===== config.mk =====
export PLATFORM = sky130hd
export DESIGN_NAME = mem_responder
export DESIGN_NICKNAME = d
export VERILOG_FILES = /design/src/rtl/mem_pkg.sv /design/src/rtl/mem_regfile.sv /design/src/rtl/mem_responder.sv
export SDC_FILE = /design/constraint.sdc
export NUM_CORES = 1
export LEC_CHECK = 0
export CORE_MARGIN = 2
export CORE_UTILIZATION = 30
export CTS_BUF_LIST = sky130_fd_sc_hd__clkbuf_8
export DETAILED_ROUTE_END_ITERATION = 8
export GPL_TIMING_DRIVEN = 0
export PLACE_DENSITY = 0.55
export SLEW_MARGIN = 20
export SYNTH_ARGS = -nofsm -noshare
export SYNTH_HDL_FRONTEND = slang
export SYNTH_SLANG_ARGS = --single-unit

===== constraint.sdc =====
create_clock -name clk -period 1.8 [get_ports clk]
set_clock_uncertainty 0.05 [all_clocks]
set_input_delay 0.36 -clock clk [delete_from_list [all_inputs] [get_ports clk]]
set_output_delay 0.36 -clock clk [all_outputs]
set_load 0.01 [all_outputs]

===== src/rtl/mem_pkg.sv =====
// Shared types and default widths for the memory responder.
package mem_pkg;

    localparam int unsigned ADDR_W = 4;
    localparam int unsigned DATA_W = 4;
    localparam int unsigned CMD_W  = 16;

    typedef enum logic [1:0] {
        IDLE    = 2'd0,
        FETCH   = 2'd1,
        RESP    = 2'd2,
        RELEASE = 2'd3
    } state_t;

    typedef enum logic {
        REQ_CMD  = 1'b0,
        REQ_DATA = 1'b1
    } req_kind_t;

endpackage


===== src/rtl/mem_regfile.sv =====
// Data register file: asynchronous clear, one synchronous write port, one combinational read port.
module mem_regfile #(
    parameter int unsigned ADDR_W = mem_pkg::ADDR_W,
    parameter int unsigned DATA_W = mem_pkg::DATA_W
) (
    input  logic              clk,
    input  logic              rst_n,
    input  logic              wr_en,
    input  logic [ADDR_W-1:0] wr_adr,
    input  logic [DATA_W-1:0] wr_data,
    input  logic [ADDR_W-1:0] rd_adr,
    output logic [DATA_W-1:0] rd_data_c
);

    localparam int unsigned DEPTH = 2 ** ADDR_W;

    logic [DATA_W-1:0] mem [DEPTH];

    // Clear every entry on reset; otherwise accept one write per cycle.
    always_ff @(posedge clk or negedge rst_n) begin
        if (!rst_n) begin
            for (int unsigned i = 0; i < DEPTH; i++) begin
                mem[i] <= '0;
            end
        end else if (wr_en) begin
            mem[wr_adr] <= wr_data;
        end
    end

    assign rd_data_c = mem[rd_adr];

endmodule


===== src/rtl/mem_responder.sv =====
// Memory-side responder: serves command fetches from the instruction store and
// operand reads from the data register file, one dv pulse per served request.
module mem_responder #(
    parameter int unsigned ADDR_W     = mem_pkg::ADDR_W,
    parameter int unsigned DATA_W     = mem_pkg::DATA_W,
    parameter int unsigned CMD_W      = mem_pkg::CMD_W,
    parameter int unsigned RD_LATENCY = 1
) (
    input  logic              clk,
    input  logic              rst_n,
    input  logic              give_c,
    input  logic              give_d,
    input  logic              write_data,
    input  logic [ADDR_W-1:0] adr,
    input  logic [DATA_W-1:0] wdata,
    input  logic              load_en,
    input  logic [ADDR_W-1:0] load_adr,
    input  logic [CMD_W-1:0]  load_cmd,
    output logic              dv,
    output logic [CMD_W-1:0]  com,
    output logic [DATA_W-1:0] data_t,
    output logic              busy,
    output logic              err
);

    import mem_pkg::*;

    localparam int unsigned DEPTH = 2 ** ADDR_W;
    localparam int unsigned CNT_W = $clog2(RD_LATENCY + 1);

    state_t            state, state_n;
    req_kind_t         kind_q, kind_n;
    logic [ADDR_W-1:0] adr_q, adr_n;
    logic [CNT_W-1:0]  cnt, cnt_n;
    logic              dv_n;
    logic [CMD_W-1:0]  com_n;
    logic [DATA_W-1:0] data_n;
    logic              busy_n;
    logic              err_n;
    logic              wr_en_c;
    logic [DATA_W-1:0] rd_data_c;

    logic [CMD_W-1:0]  imem [DEPTH];

    mem_regfile #(
        .ADDR_W (ADDR_W),
        .DATA_W (DATA_W)
    ) u_regfile (
        .clk       (clk),
        .rst_n     (rst_n),
        .wr_en     (wr_en_c),
        .wr_adr    (adr),
        .wr_data   (wdata),
        .rd_adr    (adr_q),
        .rd_data_c (rd_data_c)
    );

    // Instruction store load port; deliberately not reset so a loaded program survives reset.
    always_ff @(posedge clk) begin
        if (load_en) begin
            imem[load_adr] <= load_cmd;
        end
    end

    // State, latched request and registered outputs.
    always_ff @(posedge clk or negedge rst_n) begin
        if (!rst_n) begin
            state  <= IDLE;
            kind_q <= REQ_CMD;
            adr_q  <= '0;
            cnt    <= '0;
            dv     <= 1'b0;
            com    <= '0;
            data_t <= '0;
            busy   <= 1'b0;
            err    <= 1'b0;
        end else begin
            state  <= state_n;
            kind_q <= kind_n;
            adr_q  <= adr_n;
            cnt    <= cnt_n;
            dv     <= dv_n;
            com    <= com_n;
            data_t <= data_n;
            busy   <= busy_n;
            err    <= err_n;
        end
    end

    // Next-state, request acceptance and response capture.
    always_comb begin
        state_n = state;
        kind_n  = kind_q;
        adr_n   = adr_q;
        cnt_n   = cnt;
        dv_n    = 1'b0;
        com_n   = com;
        data_n  = data_t;
        err_n   = err;
        wr_en_c = 1'b0;

        unique case (state)
            IDLE: begin
                if (write_data) begin
                    wr_en_c = 1'b1;
                end else if (give_c || give_d) begin
                    adr_n   = adr;
                    kind_n  = give_c ? REQ_CMD : REQ_DATA;
                    cnt_n   = CNT_W'(RD_LATENCY);
                    state_n = FETCH;
                    if (give_c && give_d) begin
                        err_n = 1'b1;
                    end
                end
            end
            FETCH: begin
                cnt_n = cnt - CNT_W'(1);
                if (cnt == CNT_W'(1)) begin
                    state_n = RESP;
                    dv_n    = 1'b1;
                    if (kind_q == REQ_CMD) begin
                        com_n = imem[adr_q];
                    end else begin
                        data_n = rd_data_c;
                    end
                end
            end
            RESP: begin
                state_n = RELEASE;
            end
            RELEASE: begin
                // Wait for the requester to drop its level so a held request is not re-served.
                if (!give_c && !give_d) begin
                    state_n = IDLE;
                end
            end
            default: begin
                state_n = IDLE;
            end
        endcase

        // Writes are only legal while idle; anywhere else they are dropped and flagged.
        if (write_data && (state != IDLE)) begin
            err_n = 1'b1;
        end

        busy_n = (state_n != IDLE);
    end

endmodule


# After elaboration in Yosys (flattened, before gate mapping)

Memories as Yosys holds them, arrays and structs flattened. A register that Yosys moved wholly into a read port is not among the register bits.
Cells that the tools add are included.

Register bits: 79
Bits of input ports: 34
Memories: 1
Bits in writable memories: 256
Logic and storage cells: 85

Memories:

| memory | words | bits a word | rd ports | clocked after Yosys merged registers in | write ports | RTL line            | text |
|---|---|---|---|---|---|---|---|
| imem   | 16    | 16          | 1        | 1                                       | 1           | mem_responder.sv:43 | `logic [CMD_W-1:0] imem [DEPTH];` |

$add $sub $neg: 1
Bitwise logic cells: 4
Reduce and logical (&&, ||, !) cells: 20
Equality and inequality tests: 6
Mux-type cells: 26
$lt $le $gt $ge: 3

Operator list:

| operator                                                 | number |
|---|---|
| bitwise mux 64 bit                                       | 1 |
| binary-select mux 4 bit (select 4 bit)                   | 1 |
| demux 4 bit (select 4 bit)                               | 1 |
| two-way mux 1 bit                                        | 14 |
| two-way mux 4 bit                                        | 3 |
| AND reduction 3 bit                                      | 4 |
| nonzero test 2 bit                                       | 6 |
| greater-or-equal comparator 5 bit, second input constant | 2 |
| inverter 4 -> 5 bit                                      | 2 |
| two-way mux 2 bit                                        | 4 |
| one-hot mux 2 bit (4 select lines)                       | 1 |
| < comparator 5 x 1 -> 1 bit, second input constant       | 1 |
| equality test 2 bit, second input constant               | 2 |
| logical AND 1 bit                                        | 4 |
| != test 2 bit, second input constant                     | 2 |
| AND reduction 4 bit                                      | 1 |
| logical NOT 1 bit                                        | 3 |
| equality test 2 x 1 -> 1 bit, second input constant      | 1 |
| logical NOT 2 bit                                        | 1 |
| != test 2 x 1 -> 1 bit, second input constant            | 1 |
| inverter 1 bit                                           | 2 |
| one-hot mux 1 bit (2 select lines)                       | 1 |
| logical OR 1 bit                                         | 1 |
| subtractor 1 bit, second input constant                  | 1 |

# Longest topological paths before layout

Gate-level depths: netlist (run 1).

Depth in word-level cells: 6
Gate-level depth with buffers: 7

# Cells and area by module

A second synthesis (run 1) with hierarchy kept.

Cells, all modules: 700
Area, all modules: 13972.2 µm²

Modules (own cells, without submodules):

| module        | cells an instance | seq. area each (µm²) | times used | area each (µm²) |
|---|---|---|---|---|
| mem_responder | 504               | 8463.1               | 1          | 10953.0 |
| mem_regfile   | 196               | 1601.5               | 1          | 3019.1 |

# Worst setup path after synthesis (run 1)

OpenSTA, ideal clock, no wires.

Path type: in2reg
From: input port load_adr[2]
To: memory imem[0][0], enable pin
Library setup time: 0.409 ns
Path slack: -0.665 ns
Data required time: 1.341 ns
Stages on the path: 2
Arrival time: 2.006 ns
Cells stage by stage: or3b_2 -> nor3_1

RTL lines:

| element         | RTL line            | text |
|---|---|---|
| start, declared | mem_responder.sv:17 | `input logic [ADDR_W-1:0] load_adr,` |
| end, declared   | mem_responder.sv:43 |  |

No word-level cell before the write port.

# Final worst setup path (run 1)

From: register state[0]
To: register u_regfile.mem[57] (netlist bit)

Longest elaborated chain between the ends: 2

Ends and longest elaborated chain:

| element                       | RTL line             | text |
|---|---|---|
| start, declared               | mem_responder.sv:31  | `state_t state, state_n;` |
| start signal, assigned        | mem_responder.sv:78  | `state <= state_n;` |
| logical NOT 2 bit             | mem_responder.sv:102 | `unique case (state)` |
| two-way mux 1 bit             | mem_responder.sv:102 |  |
| end signal, assigned by index | mem_regfile.sv:26    | `mem[wr_adr] <= wr_data;` |
| end, declared                 | mem_regfile.sv:17    | `logic [DATA_W-1:0] mem [DEPTH];` |

Every way passes these cells.
A chain may end at the register's enable or synchronous reset.

==> impl_metrics.ini, run 1 <==
[outcome]
status = finished with violations
failed_checks = negative setup slack

[pwr]
pwr-share-comb_pct = 33.9
pwr-share-clk_pct = 25.7
seqPwrFrac_pct = 40.4
power.share.switching_pct = 30.09
p_int_mw = 17.58
power_density_nw_per_um2 = 1400
power_leakage_nw = 6.511
power_switching_mw = 7.568
irDropWorstVdd_v = 0.0005457

[sta]
fmax_mhz = 505.0
grt_setup_unrepaired = true
fin_crit_ns = 1.980
setup-tns-final_ns = -2.862
setup_viol = 29
worstMarginPinSlew_ns = 0.7330
drv_slew = 0
setup_slack_ns = -0.1803
final_hold_viol_count = 0
hold_ws_ns = 0.1687
slew_headroom_pct = 51.13
fin_crit_sh_pct = 110.0

[clock_tree]
cts_buffers = 54
cts_tree = done
htreeDepth = 2
path_clk_slew_ns = 0.06
clock-sinks = 351
clk_latency_ns = 0.62
root_buffer = clkbuf_8
clk_path_buf_depth = 3

[setup_path]
r2r_end = u_regfile.mem[57]
cp-end-kind = register
crit_path_end = u_regfile.mem[57]
r2r_slack_ns = -0.18
worst-path-max-fanout = 4
worstSetupStartpointType = register
r2r-start = state[0]
critPathKind = register to register
cp-startpoint = state[0]
arrival_ns = 2.41
reg2regPathDepth = 5
worst_ep_required_time_ns = 2.23

[floorplan]
dieArea_um2 = 48230
coreArea_um2 = 46260
die_h_um = 219.6
pin_count = 57
start_util_pct = 30.15
fp.dieW_um = 219.6
placementRows = 79

[logic_synthesis]
netlist.area_leader.share_pct = 55.12
ys_types = 36
ys_dominant_reg_cell = edfxtp_1
yosys_warnings = 0
synth_nets = 726
synth_largest_area_cell = edfxtp_1
synth_cells = 692
ys_ff_latch = 351
ys_seq_area_share_pct = 72.16
async_flop_share_pct = 27.07
synth_edf_count = 256
netlist_area_um2 = 13950
synth.avg_cell_area_um2 = 20.15
synth.area.top_cells = edfxtp_1, dfrtp_1, mux4_2, mux2_2, mux2i_1

[grt]
track_usage_pct = 14.75
grt_pass1_wl_um = 50990
grt_max_degree = 64
grt_pass1_vias = 7657
antenna_found_initial = 0
grt.overflow.total = 0

[cells_and_area]
syn2layout_area_growth_pct = 28.81
diodes = 0
drive_gt1_share_pct = 40.98
final_cells = 1527
seq_area_um2 = 10070
layout.nets = 909
fillers = 4237
multiInputGateArea_um2 = 4124

[route]
drtIter0Drc = 673
routed_wl_um = 35700
vias = 7464
avgViaCountPerCell = 4.888
drtPass1Iterations = 5
drc = 0
ant_nets = 0
wl_per_cell_um = 23.38

[placed_design]
dp_slack_ns = -1.110
portBuffers = 55
place_congestion = 0.7293
dp_cells = 1358
hpwl_um = 20810

[worst_hold_path]
min_path_type = primary input to async pin

[run]
cap_viol_max_count = 0
==> cells in the final DEF, fill, tap and decap left out, types with 5 or more instances in the layout <==
master           synthesis  layout
buf_12                   0      32
buf_2                   20       5
buf_4                    0      38
buf_6                    1      14
clkbuf_1                16       5
clkbuf_8                 0      63
clkdlybuf4s50_1          0      31
clkinv_1                 0      14
dfrtp_1                 95      93
dlygate4sd2_1            0      20
edfxtp_1               256     256
inv_1                    3      23
mux2_2                  67      51
mux2_4                   0      16
mux2i_1                 40      30
mux2i_2                  0       7
mux4_2                  80      80
nand2_1                 26      26
nor2_4                   0      13
nor3_4                   3      10
o221ai_1                21      17
==> worst max-delay path, stage by stage, from the launching register on <==
cell and delay [ns]:
dfrtp_2 0.42, buf_6 0.12, or4b_4 0.57, nor3_4 0.25
buf_12 0.15, mux2_4 0.29
==> how the worst min path moves through the flow <==
stage	start	end	slack, ns	cells after the start
finish	rst_n	u_regfile.mem[58]	0.17	2
CTS	rst_n	u_regfile.mem[50]	0.15	2
floorplan	rst_n	adr_q[0]	0.01	0
global route	rst_n	u_regfile.mem[58]	0.18	2
detailed placement	rst_n	u_regfile.mem[50]	0.23	1
global placement	err	err	0.41	2
==> cells by family after synthesis <==
kind of cell           share of synthesized area [%]
AND/OR/NAND/NOR                                3.508
flip-flops                                     72.16
AO/OA/AOI/OAI                                  1.713
buffers and inverters                          1.337
multiplexers                                   21.28
==> layout make-up <==
type                    instances  share of cell area (%)
repair buffers                132                   8.720
plain buffers                  33                   2.131
multi-input cells             300                   22.96
flip-flops and latches        351                   56.04
clock inverters                39                   1.114
clock buffers                  62                   4.750
well taps                     607                   4.228
inverters                       3                 0.06268
==> per-layer routing <==
layer  track usage, %  wire length, um  share of wire, %  vias up
li1                 -                -                 -     3210
met1            21.54            16600                46     3969
met2            22.73            16640                47      227
met3            2.471             1755               4.9       58
met4            4.116              713               2.0        0
met5                0                0                 0        -
==> power groups by stage <==
stage | combinational, mW | clock, mW | sequential, mW
finish | 8.52 | 6.46 | 10.2
CTS | 7.50 | 6.64 | 10.2
floorplan | 4.40 | 0 | 10.2
detailed placement | 6.79 | 0 | 10.3
global route | 9.07 | 6.99 | 10.3
global placement | 6.67 | 0 | 10.2
==> sequential cells by signal, summed over array words and instances, names as in the netlist <==
| signal | flops |
|---|---|
| data_t | 4 |
| cnt | 1 |
| dv | 1 |
| busy | 1 |
| kind_q | 1 |
| adr_q | 4 |
| state | 2 |
| u_regfile.mem | 64 |
| com | 16 |
| err | 1 |
| imem | 256 |
==> timing repair <==
action                                  CTS  global route
hold buffers                              1             0
pin swaps                                21            19
gates resized for setup                 117            48
hold endpoints to repair                 95             0
buffers inserted                         38            30
gates cloned                              0             4
endpoints found under the setup margin  319            75
==> synthesized netlist by cell type, types with 2 or more instances <==
| cell type | number |
|---|---|
| nor2_1 | 14 |
| clkbuf_1 | 16 |
| mux4_2 | 80 |
| dfrtp_1 | 95 |
| buf_2 | 20 |
| nand4b_1 | 2 |
| mux2i_1 | 40 |
| nand4_1 | 3 |
| nand2_1 | 26 |
| o31ai_1 | 3 |
| nor2b_1 | 3 |
| mux2_2 | 67 |
| or2_2 | 4 |
| inv_1 | 3 |
| nand3b_1 | 2 |
| o221ai_1 | 21 |
| nor3_1 | 7 |
| nand2b_1 | 4 |
| nor3_4 | 3 |
| nand4bb_1 | 2 |
| nand3_1 | 7 |
| edfxtp_1 | 256 |
==> stage by stage <==
stage / area (um^2) / power, mW / utilization (%)
after global placement: 15290 / 16.91 / 33.06
after global routing: 17960 / 26.34 / 38.83
after detailed placement: 15480 / 17.04 / 33.46
after floorplan: 13980 / 14.56 / -
final: 17960 / 25.15 / 38.83
after CTS: 17380 / 24.31 / 37.56
Power figures use the tool's default switching activity.
==> run 2, diff against run 1 <==
--- a/config.mk
+++ b/config.mk
@@ -7,7 +7,7 @@
 export LEC_CHECK = 0
 export CORE_MARGIN = 2
 export CORE_UTILIZATION = 30
-export CTS_BUF_LIST = sky130_fd_sc_hd__clkbuf_8
+export CTS_BUF_LIST = sky130_fd_sc_hd__clkbuf_4
 export DETAILED_ROUTE_END_ITERATION = 8
 export GPL_TIMING_DRIVEN = 0
 export PLACE_DENSITY = 0.55
==> run 2 against run 1 <==
Effect of this change: the run still ends with negative setup slack left; routed wire length is 1.3% higher; utilization about the same; worst hold slack worse by 0.067 ns; critical path type unchanged; flip-flop and latch count did not move; clock power up 12%; global-route usage rose by 0.19 points; cell count increased by 4.3%; clock-buffer cell count is 81 higher; first-iteration DRC count shrank 8.3%.
==> impl_metrics.ini, run 2 (synthesis gave the netlist of run 1 again) <==
[outcome]
failed_checks = negative setup slack
status = finished with violations

[worst_hold_path]
min_path_type = primary input to async pin

[route]
ant_nets = 0
vias = 7728
drtPass1Iterations = 4
routed_wl_um = 36150
wl_per_cell_um = 22.71
avgViaCountPerCell = 4.854
drc = 0
drtIter0Drc = 617

[setup_path]
cp-end-kind = register
critPathKind = register to register
cp-startpoint = state[1]
worstSetupStartpointType = register
worst_ep_required_time_ns = 2.36
reg2regPathDepth = 5
crit_path_end = u_regfile.mem[48]
worst-path-max-fanout = 7
r2r_end = u_regfile.mem[48]
r2r_slack_ns = -0.14
arrival_ns = 2.50
r2r-start = state[1]

[placed_design]
placed_area_um2 = 15480
place_congestion = 0.7293
portBuffers = 55
dp_cells = 1358
hpwl_um = 20810

[grt]
grt.overflow.total = 0
grt_pass1_wl_um = 51320
antenna_found_initial = 1
grt_pass1_vias = 7938
track_usage_pct = 14.94
grt_max_degree = 64

[clock_tree]
clock-sinks = 351
path_clk_slew_ns = 0.07
cts_tree = done
clk_latency_ns = 0.77
cts_buffers = 92
htreeDepth = 3
root_buffer = clkbuf_4
clk_path_buf_depth = 3

[sta]
fmax_mhz = 516.2
grt_setup_unrepaired = true
setup_slack_ns = -0.1371
hold_ws_ns = 0.1020
worstMarginPinSlew_ns = 0.7208
fin_crit_sh_pct = 107.6
slew_headroom_pct = 51.79
setup_viol = 29
drv_slew = 0
final_hold_viol_count = 0
setup-tns-final_ns = -2.133
fin_crit_ns = 1.937

[floorplan]
placementRows = 79
fp.dieW_um = 219.6
coreArea_um2 = 46260
die_h_um = 219.6
start_util_pct = 30.15
pin_count = 57
dieArea_um2 = 48230

[cells_and_area]
reg_top3 = imem (256), u_regfile.mem (64), com (16)
layout.nets = 945
most-common-layout-cells = edfxtp_1, clkbuf_4, dfrtp_1, mux4_2, mux2_2
mostFrequentLayoutCell = edfxtp_1
largest_register_ffs = 256
syn2layout_area_growth_pct = 28.66
drive_gt1_share_pct = 47.87
fin_area_um2 = 17940
final_cells = 1592
top_register = imem

[pwr]
irDropWorstVdd_v = 0.0005139
power_leakage_nw = 6.573
power_density_nw_per_um2 = 1437
totalPowerFinal_mw = 25.79

[run]
cap_viol_max_count = 0
run 2: cell count changes in the layout (fill, tap and decap cells not counted), moves of 4 or more:
cell           change
buf_2             +19
buf_4              +4
clkbuf_4         +144
clkbuf_8          -62
clkinv_1           +4
dlygate4sd2_1     -20
inv_1             -20
mux2i_1            +4
mux2i_2            -4
run 2: area by class of cell:
type                       count  area (um^2)
multi-input combinational    300         4059
fill                        4280        28310
inverter                       3        11.26
tap                          607        759.5
sequential                   351        10070
clock buffer                 143         1074
clock inverter                24        157.7
antenna                        1        2.502
timing repair buffer         130         1431
buffer                        33        382.9
run 2: per-stage QoR:
| step | utilization [%] | setup slack, ns |
|---|---|---|
| final | 38.79 | -0.1371 |
| after global routing | 38.79 | -0.1768 |
| after CTS | 37.43 | -0.1726 |
| after detailed placement | 33.46 | -1.110 |
| after global placement | 33.06 | -3.730 |
| after floorplan | - | -0.2450 |
run 2: how the worst min path moves through the flow:
stage               start                 to  slack [ns]  cells after the start
floorplan           rst_n           adr_q[0]        0.01                      0
global placement      err                err        0.41                      2
detailed placement  rst_n  u_regfile.mem[50]        0.23                      1
CTS                 rst_n           adr_q[3]        0.04                      3
global route        rst_n  u_regfile.mem[10]        0.08                      3
finish              rst_n          data_t[3]        0.10                      3
run 2: worst max-delay path, stage by stage, from the launching register on:
cell	delay, ns
dfrtp_1	0.37
buf_6	0.13
or4b_4	0.61
nor3_4	0.21
buf_6	0.15
mux2_4	0.30
run 2: repair_timing:
| item | in CTS | in global routing |
|---|---|---|
| gates cloned | 0 | 3 |
| setup buffers | 26 | 40 |
| pin swaps | 11 | 16 |
| hold endpoints to repair | 95 | 0 |
| resized for setup | 195 | 18 |
| endpoints found under the setup margin | 146 | 192 |
| hold buffers | 2 | 0 |
run 2: where the power goes:
group          switching (mW)  internal, mW  leakage (nW)
registers               0.576          9.61          3.55
logic                    3.79          4.57          2.29
clock network            3.34          3.90         0.727
total                    7.71          18.1          6.57
run 2: metal layers:
layer	vias to the layer above	GRT usage [%]	share of wire, %
li1	3343	-	-
met1	4099	21.36	46
met2	236	22.70	47
met3	50	3.271	5.5
met4	0	4.720	1.5
met5	-	0	0
